`src/rtl/slot_pkg.sv`:
```
// Shared slot-decoding constants, types and the page-field helper.
// Used by the slot expander top and its per-slot SSR holder.
package slot_pkg;

    localparam int SLOT_CNT = 4;
    localparam int SUB_CNT  = 4;
    localparam int PG_W     = 2;
    localparam int SLOT_W   = 2;
    localparam int SEL_CNT  = SLOT_CNT * SUB_CNT;

    typedef logic [PG_W-1:0]   pg_t;
    typedef logic [SLOT_W-1:0] slot_t;

    // Picks the 2-bit slot field belonging to a page out of a PSR/SSR byte.
    function automatic slot_t page_field(input logic [7:0] r, input pg_t pg);
        slot_t f;
        case (pg)
            2'd0:    f = r[1:0];
            2'd1:    f = r[3:2];
            2'd2:    f = r[5:4];
            default: f = r[7:6];
        endcase
        return f;
    endfunction

endpackage

```
`src/rtl/slot_expander_if.sv`:
```
// Write/readback bundle between the expander top and one slot_ssr.
// The top drives the write strobe and data, the holder returns its SSR.
interface slot_expander_if;
    logic       we;
    logic [7:0] wdata;
    logic [7:0] q;

    modport master (
        output we,
        output wdata,
        input  q
    );

    modport slave (
        input  we,
        input  wdata,
        output q
    );
endinterface

```
`src/rtl/slot_ssr.sv`:
```
// Secondary slot register for one expanded primary slot.
// Loads the CPU byte when the top raises the write strobe.
module slot_ssr
    import slot_pkg::*;
(
    input  logic      clk,
    input  logic      reset_n,
    slot_expander_if.slave bus
);

    always_ff @(posedge clk or negedge reset_n) begin
        if (!reset_n) begin
            bus.q <= '0;
        end else if (bus.we) begin
            bus.q <= bus.wdata;
        end
    end

endmodule

```
`src/rtl/slot_expander.sv`:
```
// MSX-style primary/secondary slot decoder with PSR/SSR readback
// and cartridge page chip selects.
module slot_expander
    import slot_pkg::*;
#(
    parameter logic [7:0]  PPI_PORT = 8'hA8,
    parameter logic [3:0]  EXPANDED = 4'b1000,
    parameter logic [15:0] SSR_ADDR = 16'hFFFF
) (
    input  logic        clk,
    input  logic        reset_n,
    input  logic [15:0] addr,
    input  logic [7:0]  data_in,
    input  logic        mreq_n,
    input  logic        iorq_n,
    input  logic        rd_n,
    input  logic        wr_n,
    input  logic        rfrsh_n,
    output logic [7:0]  data_out,
    output logic        data_oe,
    output logic [3:0]  SLTSL_n,
    output logic [15:0] SUBSLT_n,
    output logic        CS1_n,
    output logic        CS2_n,
    output logic        CS01_n,
    output logic        CS12_n
);

    logic       wr_q;
    logic       run_q;
    logic       en;
    logic [7:0] psr;
    logic [7:0] ssr [SLOT_CNT];

    logic  wr_start;
    logic  psr_we;
    logic  ssr_hit;
    logic  selmem;
    logic  sel;
    logic  sub;
    logic  exp_p;
    logic  ssr_rd;
    logic  io_rd;
    pg_t   pg;
    slot_t p;
    slot_t p3;
    slot_t s;
    logic  cs0_n;
    logic  cs1_n;
    logic  cs2_n;

    // run_q masks a write start landing on the first edge after reset release.
    assign wr_start = ~wr_n & wr_q & run_q;
    assign psr_we   = wr_start & ~iorq_n & (addr[7:0] == PPI_PORT);
    assign ssr_hit  = (addr == SSR_ADDR);
    assign p3       = psr[7:6];

    always_ff @(posedge clk or negedge reset_n) begin
        if (!reset_n) begin
            wr_q  <= 1'b1;
            run_q <= 1'b0;
            en    <= 1'b0;
            psr   <= '0;
        end else begin
            wr_q  <= wr_n;
            run_q <= 1'b1;
            if (psr_we) begin
                psr <= data_in;
                en  <= 1'b1;
            end
        end
    end

    for (genvar i = 0; i < SLOT_CNT; i++) begin : g_slot
        if (EXPANDED[i]) begin : g_exp
            slot_expander_if u_if ();

            assign u_if.we = wr_start & ~mreq_n & ssr_hit & en
                           & (p3 == slot_t'(i));
            assign u_if.wdata = data_in;
            assign ssr[i]     = u_if.q;

            slot_ssr u_ssr (
                .clk     (clk),
                .reset_n (reset_n),
                .bus     (u_if.slave)
            );
        end else begin : g_flat
            assign ssr[i] = '0;
        end
    end

    assign pg     = addr[15:14];
    assign p      = en ? page_field(psr, pg) : '0;
    assign s      = page_field(ssr[p], pg);
    assign exp_p  = EXPANDED[p];
    assign selmem = ~mreq_n & rfrsh_n;

    // The SSR location of an expanded slot never selects memory.
    assign sel = reset_n & selmem & ~(ssr_hit & exp_p);
    assign sub = sel & exp_p;

    assign SLTSL_n  = ~(4'(sel) << p);
    assign SUBSLT_n = ~(16'(sub) << {p, s});

    assign ssr_rd = reset_n & ~mreq_n & ~rd_n & ssr_hit & exp_p;
    assign io_rd  = reset_n & ~iorq_n & ~rd_n
                  & (addr[7:0] == PPI_PORT);

    always_comb begin
        data_out = 8'h00;
        data_oe  = 1'b0;
        case (1'b1)
            ssr_rd: begin
                data_out = ~ssr[p];
                data_oe  = 1'b1;
            end
            io_rd: begin
                data_out = psr;
                data_oe  = 1'b1;
            end
            default: begin
                data_out = 8'h00;
                data_oe  = 1'b0;
            end
        endcase
    end

    assign cs0_n  = ~((pg == 2'd0) & ~rd_n);
    assign cs1_n  = ~((pg == 2'd1) & ~rd_n);
    assign cs2_n  = ~((pg == 2'd2) & ~rd_n);
    assign CS1_n  = cs1_n;
    assign CS2_n  = cs2_n;
    assign CS01_n = cs0_n & cs1_n;
    assign CS12_n = cs1_n & cs2_n;

endmodule

```
`config.mk`:
```
export PLATFORM = sky130hd
export DESIGN_NAME = slot_expander
export DESIGN_NICKNAME = d
export VERILOG_FILES = /design/src/rtl/slot_pkg.sv /design/src/rtl/slot_expander_if.sv /design/src/rtl/slot_ssr.sv /design/src/rtl/slot_expander.sv
export SDC_FILE = /design/constraint.sdc
export NUM_CORES = 1
export LEC_CHECK = 0
export BUFFER_PORTS_ARGS = -buffer_cell sky130_fd_sc_hd__buf_2
export CORE_ASPECT_RATIO = 1.1
export CORE_MARGIN = 2
export CORE_UTILIZATION = 25
export DETAILED_ROUTE_END_ITERATION = 10
export GPL_TIMING_DRIVEN = 0
export PLACE_DENSITY = 0.58
export SYNTH_ARGS = -nofsm -noshare
export SYNTH_HDL_FRONTEND = slang
export SYNTH_SLANG_ARGS = --single-unit
```
`constraint.sdc`:
```
create_clock -name clk -period 3.7 [get_ports clk]
set_clock_uncertainty 0.2 [all_clocks]
set_input_delay 0.74 -clock clk [delete_from_list [all_inputs] [get_ports clk]]
set_output_delay 0.74 -clock clk [all_outputs]
set_load 0.005 [all_outputs]
```
==> impl_metrics.yaml, run 1 <==
setup_path:
  cp-start-kind: "input port"
  worstSetupPathType: "in2out"
  r2r_start: "wr_q"
  path_max_fanout: 9
  rr_worst_depth: 4
  cp-end-kind: "output pin"
  setup.worst_path.end: "data_out[4]"
  cp.required_ps: 2760
  r2r_slack_ps: 1720
  r2r-end: "g_slot[3].g_exp.u_ssr.bus.q[7]"
  cp.arrival_ps: 2530
  critPathLaunch: "addr[2]"
route:
  wire_per_inst_um: 13.2
  drt-pass1-iter-count: 4
  postRouteAntennaNets: 0
  finalWirelength_um: 3270
  drt_iter0_drc: 41
  num_vias: 1199
  remaining_drc_errors: 0
  via_per_inst: 4.83
synthesis:
  yosys_warnings: 0
  synthTopCellsByArea: "dfrtp_1 (34%), mux2_2 (14%), o41ai_2 (9.8%), buf_4 (6.8%), nand2_1 (4.5%)"
  synthAdderAreaFrac_pct: 0
  synth_compound_area_share_pct: 13.9
  synth_top_area_share_pct: 33.8
  synth_cells: 125
  syn_area_um2: 1330
  synth_top_area_cell: "dfrtp_1"
  synth.mux.area_fraction_pct: 18.6
  synth_top_family_by_area: "simple AND/OR/NAND/NOR gates"
  synthSimpleGateAreaFrac_pct: 21.4
  synthXorXnorAreaFrac_pct: 0
  synth-seq-cells: 19
  postSynthAreaPerCell_um2: 10.7
  seq_area_frac_synth_pct: 35.8
  ys_types: 34
floorplanning:
  initial_core_util_pct: 26.3
  core_area_um2: 5070
  die_y_um: 80.5
  die_area_um2: 5930
  die_x_um: 73.6
  rows: 27
  boundaryPins: 64
layout:
  final_common_cell: "buf_2"
  area_growth_pct: 30.6
  multi_input_area_um2: 767
  drive_gt1_share_pct: 51.6
  final_cell_mix: "buf_2 (50), dfrtp_1 (18), nand2_1 (16), mux2_2 (16), conb_1 (13)"
  fin_nets: 222
  seq_area_um2: 477
  fin_area_um2: 1740
  nFillCells: 536
  diodes: 0
place:
  pre_cts_slack_ps: 187
  hpwl_um: 2610
  place_area_um2: 1690
  numPortBuffers: 49
  gp_congestion: 0.737
sta:
  fmax_mhz: 288
  hold_viol_final: 0
  fin_ws_ps: 232
  period_needed_ps: 3470
  drv_slew: 0
  tightest_slew_ps: 902
  setup_viol: 0
  fin_setup_tns_ps: 0
  fin_crit_sh_pct: 93.7
  slew_headroom_pct: 39.4
  rsz0062_at_grt: "false"
power_and_ir_drop:
  p_sw_uw: 96.0
  p_seq_share_pct: 51.4
  power.leakage_uw: 0.000874
  p_per_area_nw_per_um2: 236
  power.internal_uw: 315
  vdd_drop_max_uv: 89.1
  switching_share_pct: 23.4
  pwr-share-clk_pct: 35.0
  comb_power_share_pct: 13.6
clock_network:
  cts_sinks: 19
  clk_pin_slew_ps: 70
  root_buffer: "clkbuf_8"
  htreeDepth: 1
  clock_latency_ps: 250
  numCtsBuffers: 3
  cts_hold_buf: 0
  cts_resized: 0
  postCtsSetupBuffers: 0
  cts_tree: "yes"
  cts_buffer_depth: 2
flow_run:
  cap_violations: 0
hold_path:
  min_path_type: "in2async"
global_routing:
  overflow: 0
  grt_max_degree: 22
  grt_use_total_pct: 11.7
  antenna_found_initial: 0
  grt_pass1_wl_um: 5310
  grt_pass1_vias: 1135
outcome:
  outcome: "finished, final reports clean"
## worst max-delay path: stages
cell     delay (ps)
buf_2           100
or4_1           570
nor4_2          700
nand2_1         160
o41ai_2          90
buf_2           170
## metrics by stage
stage / instances / total power [uW] / util [%] / hold slack (ps)
floorplan: 137 / 244 / - / 244
global placement: 244 / 271 / 33.4 / 324
detailed placement: 244 / 272 / 33.4 / 314
CTS: 248 / 417 / 34.3 / 255
global route: 248 / 434 / 34.3 / 269
finish: 248 / 411 / 34.3 / 234
## final cells by class
cell class,instances,area share (%)
clock buffer,4,2.59
tap,58,4.17
inverter,2,0.432
timing repair buffer,49,14.1
multi-input combinational,99,44.1
sequential,19,27.4
buffer,17,7.19
## worst min path at each step
stage / startpoint / to / slack (ps) / depth (start not counted)
floorplan: reset_n / en / 240 / 0
global placement: en / en / 320 / 1
detailed placement: en / en / 310 / 1
CTS: reset_n / run_q / 260 / 1
global route: reset_n / psr[7] / 270 / 1
finish: reset_n / psr[7] / 230 / 1
## synthesized netlist by cell type
cell,count
a211oi_1,1
a21boi_0,1
a21o_1,1
a21oi_1,1
and2_1,1
and3_1,1
buf_2,1
buf_4,12
buf_6,2
clkbuf_1,2
conb_1,1
dfrtp_1,18
dfstp_2,1
inv_1,2
mux2_2,16
mux2_4,1
mux4_1,2
nand2_1,16
nand2b_1,3
nand3_1,4
nand3b_1,1
nand4_1,3
nand4b_1,4
nor2_1,6
nor2b_1,1
nor3_1,2
nor4_1,2
nor4_2,1
o21ai_0,1
o21bai_1,1
o221ai_2,1
o41ai_2,8
or2_2,3
or4_1,4
## power by group through the flow
| stage | Combinational, uW | Clock, uW | Sequential, uW |
|---|---|---|---|
| 3_5_place_dp | 56.4 | 0 | 215 |
| 2_1_floorplan | 29.0 | 0 | 215 |
| 6_report | 56.0 | 144 | 211 |
| 3_3_place_gp | 55.8 | 0 | 215 |
| 4_1_cts | 56.6 | 149 | 211 |
| 5_1_grt | 63.6 | 159 | 211 |
## state kept, by name (all words and copies together), names as in the netlist
| name | count |
|---|---|
| en | 1 |
| g_slot.g_exp.u_ssr.bus.q | 8 |
| psr | 8 |
| run_q | 1 |
| wr_q | 1 |
## cell families after synthesis
family          after synthesis
simple gates                 52
mux                          19
flops                        19
buf+inv                      19
compound gates               15
other cells                   1
## routing by layer
metal	vias up	part of all wire, %	track usage (%)
met3	5	9.1	2.38
met2	59	45	19.6
met5	-	0	0
li1	574	-	-
met1	561	44	14.7
met4	0	1.3	3.82
Note: power is estimated with default switching activity, not from simulation.
==> inputs of run 2 (changes only) <==
--- a/config.mk
+++ b/config.mk
@@ -5,13 +5,16 @@
 export SDC_FILE = /design/constraint.sdc
 export NUM_CORES = 1
 export LEC_CHECK = 0
+export ABC_CLOCK_PERIOD_IN_PS = 3700
 export BUFFER_PORTS_ARGS = -buffer_cell sky130_fd_sc_hd__buf_2
+export CELL_PAD_IN_SITES_DETAIL_PLACEMENT = 1
+export CELL_PAD_IN_SITES_GLOBAL_PLACEMENT = 1
 export CORE_ASPECT_RATIO = 1.1
 export CORE_MARGIN = 2
 export CORE_UTILIZATION = 25
 export DETAILED_ROUTE_END_ITERATION = 10
 export GPL_TIMING_DRIVEN = 0
-export PLACE_DENSITY = 0.58
+export PLACE_DENSITY = 0.71
 export SYNTH_ARGS = -nofsm -noshare
 export SYNTH_HDL_FRONTEND = slang
 export SYNTH_SLANG_ARGS = --single-unit
==> impl_metrics.yaml, run 2 (same netlist as run 1, synthesis figures left out) <==
sta:
  period_needed_ps: 3440
  slew_headroom_pct: 37.7
  fmax_mhz: 291
  tightest_slew_ps: 925
  fin_setup_tns_ps: 0
  fin_crit_sh_pct: 92.9
  drv_slew: 0
  fin_ws_ps: 263
  setup_viol: 0
  hold_ws_ps: 224
  hold_viol_final: 0
  rsz0062_at_grt: "false"
layout:
  utilization_pct: 34.3
  top_regs: "g_slot.g_exp.u_ssr.bus.q x8, psr x8"
  drive_gt1_share_pct: 52.1
  final_common_cell: "buf_2"
  nFillCells: 610
  fin_nets: 222
  fin_area_um2: 1740
  final_cell_mix: "buf_2 (50), dfrtp_1 (18), nand2_1 (16), mux2_2 (16), conb_1 (13)"
  diodes: 0
  area_growth_pct: 30.7
power_and_ir_drop:
  p_per_area_nw_per_um2: 237
  switching_share_pct: 24.1
  power.internal_uw: 313
  comb_power_share_pct: 13.7
  p_sw_uw: 99.5
  power.leakage_uw: 0.000876
  p_seq_share_pct: 51.2
  vdd_drop_max_uv: 128
  pwr-share-clk_pct: 35.1
global_routing:
  grt_max_degree: 22
  overflow: 0
  antenna_found_initial: 0
  grt_pass1_wl_um: 5800
  grt_use_total_pct: 12.8
  grt_pass1_vias: 1158
floorplanning:
  die_y_um: 80.5
  die_area_um2: 5930
  boundaryPins: 64
  initial_core_util_pct: 26.3
  rows: 27
  core_area_um2: 5070
  die_x_um: 73.6
setup_path:
  worstSetupPathType: "in2out"
  r2r_start: "wr_q"
  rr_worst_depth: 4
  cp-end-kind: "output pin"
  path_max_fanout: 9
  critPathLaunch: "addr[2]"
  r2r-end: "g_slot[3].g_exp.u_ssr.bus.q[4]"
  cp.required_ps: 2760
  r2r_slack_ps: 1650
  cp.arrival_ps: 2500
  cp-start-kind: "input port"
clock_network:
  cts_sinks: 19
  cts_hold_buf: 0
  cts_resized: 0
  htreeDepth: 1
  numCtsBuffers: 3
  root_buffer: "clkbuf_8"
  cts_tree: "yes"
  clk_pin_slew_ps: 80
  clock_latency_ps: 260
  cts_buffer_depth: 2
  postCtsSetupBuffers: 0
route:
  postRouteAntennaNets: 0
  via_per_inst: 4.82
  drt-pass1-iter-count: 4
  drt_iter0_drc: 18
  wire_per_inst_um: 14.5
  finalWirelength_um: 3600
  remaining_drc_errors: 0
  num_vias: 1196
hold_path:
  min_path_type: "in2async"
place:
  hpwl_um: 2890
  place_area_um2: 1690
  numPortBuffers: 49
  pre_cts_slack_ps: 249
  gp_congestion: 0.748
outcome:
  outcome: "finished, final reports clean"
flow_run:
  cap_violations: 0
## run 2: metal layers
metal,vias up,GRT usage [%],share of wire (%)
met5,-,0,0
met4,0,3.27,0.53
met3,2,2.26,7.3
met2,45,21.5,48
met1,571,16.8,44
li1,578,-,-
## run 2: how the worst max path moves through the flow
stage | cells past startpoint | slack (ps) | to
global route | 6 | 40 | data_out[4]
CTS | 6 | 250 | data_out[0]
detailed placement | 6 | 250 | data_out[0]
global placement | 6 | 270 | data_out[0]
floorplan | 6 | 640 | data_out[0]
finish | 6 | 260 | data_out[4]
## run 2: worst max-delay path: stages
cell     delay, ps
buf_2          100
or4_1          570
nor4_2         670
nand2_1        170
o41ai_2         80
buf_2          160
## run 2: layout make-up
cell class                      instances  area [um2]  share of cell area, %
Buffer                                 17         125                   7.19
Clock buffer                            3        41.3                   2.37
Clock inverter                          1        5.00                  0.288
Inverter                                2        7.51                  0.431
Multi-Input combinational cell         99         767                   44.1
Sequential cell                        19         477                   27.4
Tap cell                               58        72.6                   4.17
Timing Repair Buffer                   49         245                   14.1
## run 2: power groups by stage
stage	Clock, uW	Sequential, uW	Combinational, uW
after global routing	165	211	64.1
final	145	211	56.6
after floorplan	0	215	29.0
after CTS	153	211	57.5
after detailed placement	0	215	57.3
after global placement	0	215	56.1
## run 2: per-stage QoR
| step | instances | total power, uW |
|---|---|---|
| 2_1_floorplan | 137 | 244 |
| 3_3_place_gp | 244 | 271 |
| 3_5_place_dp | 244 | 273 |
| 4_1_cts | 248 | 422 |
| 5_1_grt | 248 | 440 |
| 6_report | 248 | 412 |
